## src/rtl/uart_tx_fifo_pkg.sv

```systemverilog
// uart_tx_fifo_pkg
//   Shared definitions for the buffered UART transmitter: frame FSM state
//   encodings, 8N1 frame constants and the bit-period helper.
package uart_tx_fifo_pkg;

  typedef enum logic [1:0] {
    ST_IDLE  = 2'd0,
    ST_START = 2'd1,
    ST_DATA  = 2'd2,
    ST_STOP  = 2'd3
  } tx_state_e;

  localparam int FRAME_DATA_BITS = 8;
  localparam int FRAME_STOP_BITS = 1;

  // Clock cycles per line bit, integer truncation.
  function automatic int calc_divisor(input int clk_hz, input int baud);
    return clk_hz / baud;
  endfunction

endpackage

```

## src/rtl/sync_fifo.sv

```systemverilog
// sync_fifo
//   Single-clock FIFO with registered occupancy count. Pushes while full and
//   pops while empty are ignored. The head entry is presented combinationally
//   so the consumer can load it on the same edge that it pops.
// Ports:
//   clk, rst            clock, synchronous active-high reset
//   push, push_data     write request and data
//   pop                 remove head entry
//   head                current head entry (valid when empty = 0)
//   full, empty         derived from the registered count
module sync_fifo #(
  parameter int Width     = 8,
  parameter int DepthLog2 = 4
) (
  input  logic             clk,
  input  logic             rst,
  input  logic             push,
  input  logic [Width-1:0] push_data,
  input  logic             pop,
  output logic [Width-1:0] head,
  output logic             full,
  output logic             empty
);

  localparam int Depth = 1 << DepthLog2;

  logic [Width-1:0]   mem [Depth];
  logic [DepthLog2-1:0] wr_ptr;
  logic [DepthLog2-1:0] rd_ptr;
  logic [DepthLog2:0]   count;
  logic                 push_ok;
  logic                 pop_ok;

  assign full    = (count == (DepthLog2 + 1)'(Depth));
  assign empty   = (count == '0);
  assign push_ok = push && !full;
  assign pop_ok  = pop && !empty;
  assign head    = mem[rd_ptr];

  // Storage carries no reset; stale entries are never visible past count.
  always_ff @(posedge clk) begin
    if (push_ok) begin
      mem[wr_ptr] <= push_data;
    end
  end

  // Pointers are exactly DepthLog2 bits wide so they wrap modulo Depth.
  always_ff @(posedge clk) begin
    if (rst) begin
      wr_ptr <= '0;
      rd_ptr <= '0;
      count  <= '0;
    end else begin
      if (push_ok) wr_ptr <= wr_ptr + 1'b1;
      if (pop_ok)  rd_ptr <= rd_ptr + 1'b1;
      case ({push_ok, pop_ok})
        2'b10:   count <= count + 1'b1;
        2'b01:   count <= count - 1'b1;
        default: count <= count;
      endcase
    end
  end

endmodule

```

## src/rtl/uart_tx_fifo.sv

```systemverilog
// uart_tx_fifo
//   Buffered 8N1 UART transmitter: bytes pushed into a sync_fifo are sent
//   LSB first with one start and one stop bit. Back-to-back frames follow
//   with no idle gap while the FIFO has data.
// Ports:
//   clk, rst      clock, synchronous active-high reset
//   wrEnable_i    push request for wrData_i (dropped when full)
//   wrData_i      byte to transmit
//   full_o        FIFO holds 2**FifoDepthLog2 bytes
//   empty_o       FIFO holds no bytes
//   busy_o        frame in progress or FIFO non-empty
//   overflow_o    sticky, set by a push attempted while full
//   txd_o         registered serial line, idle high
//
// state    | meaning
// ---------+-----------------------------------------------------------
// ST_IDLE  | line high, waiting for a byte in the FIFO
// ST_START | start bit (low) for one bit period
// ST_DATA  | shift_reg[0] on the line, eight bit periods, LSB first
// ST_STOP  | stop bit (high); chain straight into the next start if queued
module uart_tx_fifo
  import uart_tx_fifo_pkg::*;
#(
  parameter int ClkFrequency  = 25000000,
  parameter int Baud          = 9600,
  parameter int FifoDepthLog2 = 4
) (
  input  logic       clk,
  input  logic       rst,
  input  logic       wrEnable_i,
  input  logic [7:0] wrData_i,
  output logic       full_o,
  output logic       empty_o,
  output logic       busy_o,
  output logic       overflow_o,
  output logic       txd_o
);

  localparam int Divisor = calc_divisor(ClkFrequency, Baud);
  localparam int CntW    = (Divisor > 1) ? $clog2(Divisor) : 1;
  localparam logic [CntW-1:0] CntReload = CntW'(Divisor - 1);
  localparam logic [2:0]      LastBit   = 3'(FRAME_DATA_BITS - 1);

  tx_state_e   state;
  logic [CntW-1:0] baud_cnt;
  logic [2:0]  bit_cnt;
  logic [7:0]  shift_reg;
  logic        txd;
  logic        overflow;
  logic        baud_done;
  logic        pop;
  logic [7:0]  fifo_head;
  logic        fifo_full;
  logic        fifo_empty;

  sync_fifo #(
    .Width     (8),
    .DepthLog2 (FifoDepthLog2)
  ) u_fifo (
    .clk       (clk),
    .rst       (rst),
    .push      (wrEnable_i),
    .push_data (wrData_i),
    .pop       (pop),
    .head      (fifo_head),
    .full      (fifo_full),
    .empty     (fifo_empty)
  );

  assign baud_done = (baud_cnt == '0);
  // Pop when idle, or at the last cycle of a stop bit, so the next start bit
  // begins on the very next cycle.
  assign pop = !fifo_empty &&
               ((state == ST_IDLE) || ((state == ST_STOP) && baud_done));

  always_ff @(posedge clk) begin
    if (rst) begin
      state     <= ST_IDLE;
      baud_cnt  <= '0;
      bit_cnt   <= '0;
      shift_reg <= '0;
      txd       <= 1'b1;
      overflow  <= 1'b0;
    end else begin
      if (wrEnable_i && fifo_full) overflow <= 1'b1;

      case (state)
        ST_IDLE: begin
          txd <= 1'b1;
          if (pop) begin
            shift_reg <= fifo_head;
            bit_cnt   <= '0;
            baud_cnt  <= CntReload;
            txd       <= 1'b0;
            state     <= ST_START;
          end
        end

        ST_START: begin
          if (baud_done) begin
            baud_cnt <= CntReload;
            txd      <= shift_reg[0];
            state    <= ST_DATA;
          end else begin
            baud_cnt <= baud_cnt - 1'b1;
          end
        end

        ST_DATA: begin
          if (baud_done) begin
            baud_cnt <= CntReload;
            if (bit_cnt == LastBit) begin
              txd   <= 1'b1;
              state <= ST_STOP;
            end else begin
              bit_cnt   <= bit_cnt + 1'b1;
              shift_reg <= shift_reg >> 1;
              txd       <= shift_reg[1];
            end
          end else begin
            baud_cnt <= baud_cnt - 1'b1;
          end
        end

        ST_STOP: begin
          if (baud_done) begin
            if (pop) begin
              shift_reg <= fifo_head;
              bit_cnt   <= '0;
              baud_cnt  <= CntReload;
              txd       <= 1'b0;
              state     <= ST_START;
            end else begin
              txd   <= 1'b1;
              state <= ST_IDLE;
            end
          end else begin
            baud_cnt <= baud_cnt - 1'b1;
          end
        end

        default: begin
          txd   <= 1'b1;
          state <= ST_IDLE;
        end
      endcase
    end
  end

  assign txd_o      = txd;
  assign overflow_o = overflow;
  assign full_o     = fifo_full;
  assign empty_o    = fifo_empty;
  assign busy_o     = (state != ST_IDLE) || !fifo_empty;

endmodule

```

## config.mk

```make
export PLATFORM = sky130hd
export DESIGN_NAME = uart_tx_fifo
export DESIGN_NICKNAME = d
export VERILOG_FILES = /design/src/rtl/uart_tx_fifo_pkg.sv /design/src/rtl/sync_fifo.sv /design/src/rtl/uart_tx_fifo.sv
export SDC_FILE = /design/constraint.sdc
export NUM_CORES = 1
export LEC_CHECK = 0
export ABC_AREA = 1
export CORE_MARGIN = 10
export CORE_UTILIZATION = 31
export DETAILED_ROUTE_END_ITERATION = 10
export PLACE_DENSITY = 0.52
export SETUP_SLACK_MARGIN = 0.4
export SYNTH_ARGS = -nofsm -noshare
export SYNTH_HDL_FRONTEND = slang
export SYNTH_SLANG_ARGS = --single-unit
```

## constraint.sdc

```tcl
create_clock -name clk -period 2.2 [get_ports clk]
set_clock_uncertainty 0.05 [all_clocks]
set_input_delay 0.22 -clock clk [delete_from_list [all_inputs] [get_ports clk]]
set_output_delay 0.22 -clock clk [all_outputs]
set_load 0.02 [all_outputs]
```

==> flow_metrics.env <==
export IMPL_synth_largest_area_cell="edfxtp_1"
export IMPL_critPathLaunch="baud_cnt[1]"
export IMPL_rsz0062_at_grt="true"
export IMPL_area_delta_synth_final_pct=32.5
export IMPL_grt_pass1_vias=5664
export IMPL_max_cap_viol_count=0
export IMPL_avgViaCountPerCell=4.68
export IMPL_antenna_found_initial=0
export IMPL_fillers=2354
export IMPL_largest_reg_flops=128
export IMPL_clk_pin_slew_ns=0.07
export IMPL_numCtsBuffers=17
export IMPL_fin_crit_sh_pct=105
export IMPL_core_region_area_um2=24400
export IMPL_worstSetupEndpoint="u_fifo.count[2]"
export IMPL_num_vias=5846
export IMPL_antennaDiodeCount=0
export IMPL_status="finished, violations left"
export IMPL_ctsHoldBuffers=0
export IMPL_reg2reg_to="u_fifo.count[2]"
export IMPL_synth_top_area_share_pct=49.9
export IMPL_synth_cells=808
export IMPL_clk_latency_ns=0.43
export IMPL_drc_errors=0
export IMPL_die_w_um=178
export IMPL_initial_core_util_pct=31.6
export IMPL_whs_ns=0.418
export IMPL_io_pin_count=16
export IMPL_reg2reg_depth=17
export IMPL_dr_pass1_iters=5
export IMPL_leakagePower_nw=3.92
export IMPL_drv_slew=0
export IMPL_rows=57
export IMPL_max_vdd_ir_drop_mv=0.734
export IMPL_layout_nets=942
export IMPL_cp_start_kind="flop"
export IMPL_root_buffer="clkbuf_16"
export IMPL_holdCritPathClass="reg2reg"
export IMPL_instances_no_fill=1250
export IMPL_hold_viol=0
export IMPL_yosysMostFrequentCell="nor2_1"
export IMPL_path_class="reg2reg"
export IMPL_endpoint_kind="flop"
export IMPL_drtAntennaViolNets=0
export IMPL_htreeDepth=4
export IMPL_ys_seq_elements=172
export IMPL_avgSynthCellArea_um2=9.52
export IMPL_setup_viol=2
export IMPL_grt_max_degree=58
export IMPL_relSlewSlack_pct=52.6
export IMPL_placed_cells=1180
export IMPL_die_area_um2=31500
export IMPL_syn_area_um2=7700
export IMPL_clkSinkCount=172
export IMPL_fmaxAchievable_ghz=0.432
export IMPL_fin_crit_ns=2.32
export IMPL_grt_pass1_wl_mm=30.5
export IMPL_cp_required_ns=2.47
export IMPL_synth_edff_count=128
export IMPL_post_route_cells_drive_above_1_share_pct=26.8
export IMPL_worst_pin_slew_ns=0.709
export IMPL_clock_path_buffers=2
export IMPL_drt_iter0_markers=428
export IMPL_violations="setup timing"
export IMPL_r2r_start="baud_cnt[1]"
export IMPL_drt_total_wl_mm=19.5
export IMPL_ys_seq_area_share_pct=61.4
export IMPL_synth_fp_nets=837
export IMPL_r2r_slack_ns=-0.12
export IMPL_place_hpwl_mm=12.5
export IMPL_post_drt_wl_per_cell_um=15.6
export IMPL_fin_ws_ns=-0.115
export IMPL_yosysWarningCount=0
export IMPL_ys_types=33
export IMPL_cts_tree="built"
export IMPL_place_gp_congestion=0.803
export IMPL_p_per_area_nw_per_um2=1280
export IMPL_synth_flop_cell="edfxtp_1"
export IMPL_port_buffers=15
export IMPL_grt_overflow=0
export IMPL_track_usage_pct=12.4
export IMPL_dp_slack_ns=-0.0161
export IMPL_cp_arrival_ns=2.58
export IMPL_synth_commonest_cells="nor2_1 (184), edfxtp_1 (128), nand2_1 (114)"
export IMPL_hold_depth=2
export IMPL_dieHeight_um=178
export IMPL_ys_async_sr_fraction_pct=0
export IMPL_crit_fanout=4
export IMPL_synth_area_leaders="edfxtp_1 (50%), dfxtp_1 (11%), nor2_1 (9.0%)"
## metrics by stage
step	total power [mW]	setup TNS [ns]	area (µm²)	util (%)
4_1_cts	12.0	-0.0323	9700	39.8
2_1_floorplan	6.95	-0.0152	7790	-
3_3_place_gp	8.41	0	8780	36.0
6_report	13.0	-0.162	10200	41.8
3_5_place_dp	8.45	-0.0161	8780	36.0
5_1_grt	13.9	-0.500	10200	41.8
## cells in the final DEF, fill, tap and decap left out, types with 17 or more instances in the layout
cell,n
inv_1,49
nand3_1,64
clkbuf_16,17
a21oi_1,29
o21ai_0,68
nand2_1,90
nor2_2,28
edfxtp_1,128
buf_6,31
nor2_1,154
dfxtp_1,37
nand2_2,18
buf_4,57
## area by class of cell
class	instances	area, µm²	share of cell area [%]
flip-flops and latches	172	4730	46.4
multi-input cells	546	3090	30.3
repair buffers	114	1140	11.2
clock buffers	19	433	4.24
well taps	324	405	3.97
inverters	61	254	2.49
clock inverters	13	140	1.37
repair inverters	1	6.26	0.0613
## metal layers
metal,GRT usage (%),up-vias,share of wire (%)
li1,-,2922,-
met1,16.5,2827,48
met2,19.8,84,47
met3,2.72,13,3.6
met4,3.68,0,1.0
met5,0,-,0
## where the power goes
group,total (mW),switching (mW),internal [mW]
logic,6.14,3.56,2.58
registers,3.93,0.171,3.76
clock network,2.96,1.28,1.68
## kinds of logic (layout without fill, tap and decap cells)
group,Yosys count,count (layout),synth area share [%]
AOI/OAI and AO/OA,121,121,8.05
and+or+nand+nor,396,398,21.8
DFF,172,172,61.4
adders and majority gates,18,18,2.93
buffers and inverters,92,208,4.86
xor gates and xnor gates,9,9,1.02
## worst min path at each step
| stage | endpoint | from | slack (ns) |
|---|---|---|---|
| after detailed placement | bit_cnt[1] | bit_cnt[1] | 0.41 |
| after global placement | bit_cnt[2] | bit_cnt[2] | 0.40 |
| after global routing | overflow_o | wrEnable_i | 0.44 |
| after CTS | overflow_o | wrEnable_i | 0.39 |
| final | bit_cnt[1] | bit_cnt[1] | 0.42 |
| after floorplan | u_fifo.mem[0][0] | wrData_i[0] | 0.27 |
## timing repair
item / in CTS / in global routing
buffers inserted: 23 / 12
gates resized for setup: 56 / 110
pin swaps: 23 / 52
setup endpoints to repair: 149 / 164
gates cloned: 1 / 2
## worst max-delay path: stages, from the launching register on
cell and delay, ns:
dfxtp_2 0.33, inv_2 0.05, ha_4 0.16, nand2_4 0.07
nor2_4 0.03, nand3_2 0.06, nand2_2 0.08, nand2_4 0.09
clkinv_4 0.05, ha_4 0.17, xor2_2 0.15, ha_2 0.17
a21o_1 0.17, buf_4 0.14, buf_6 0.10, xor2_1 0.15
o21ai_1 0.13, inv_1 0.05
No activity file was read; power rests on OpenSTA's default activity.
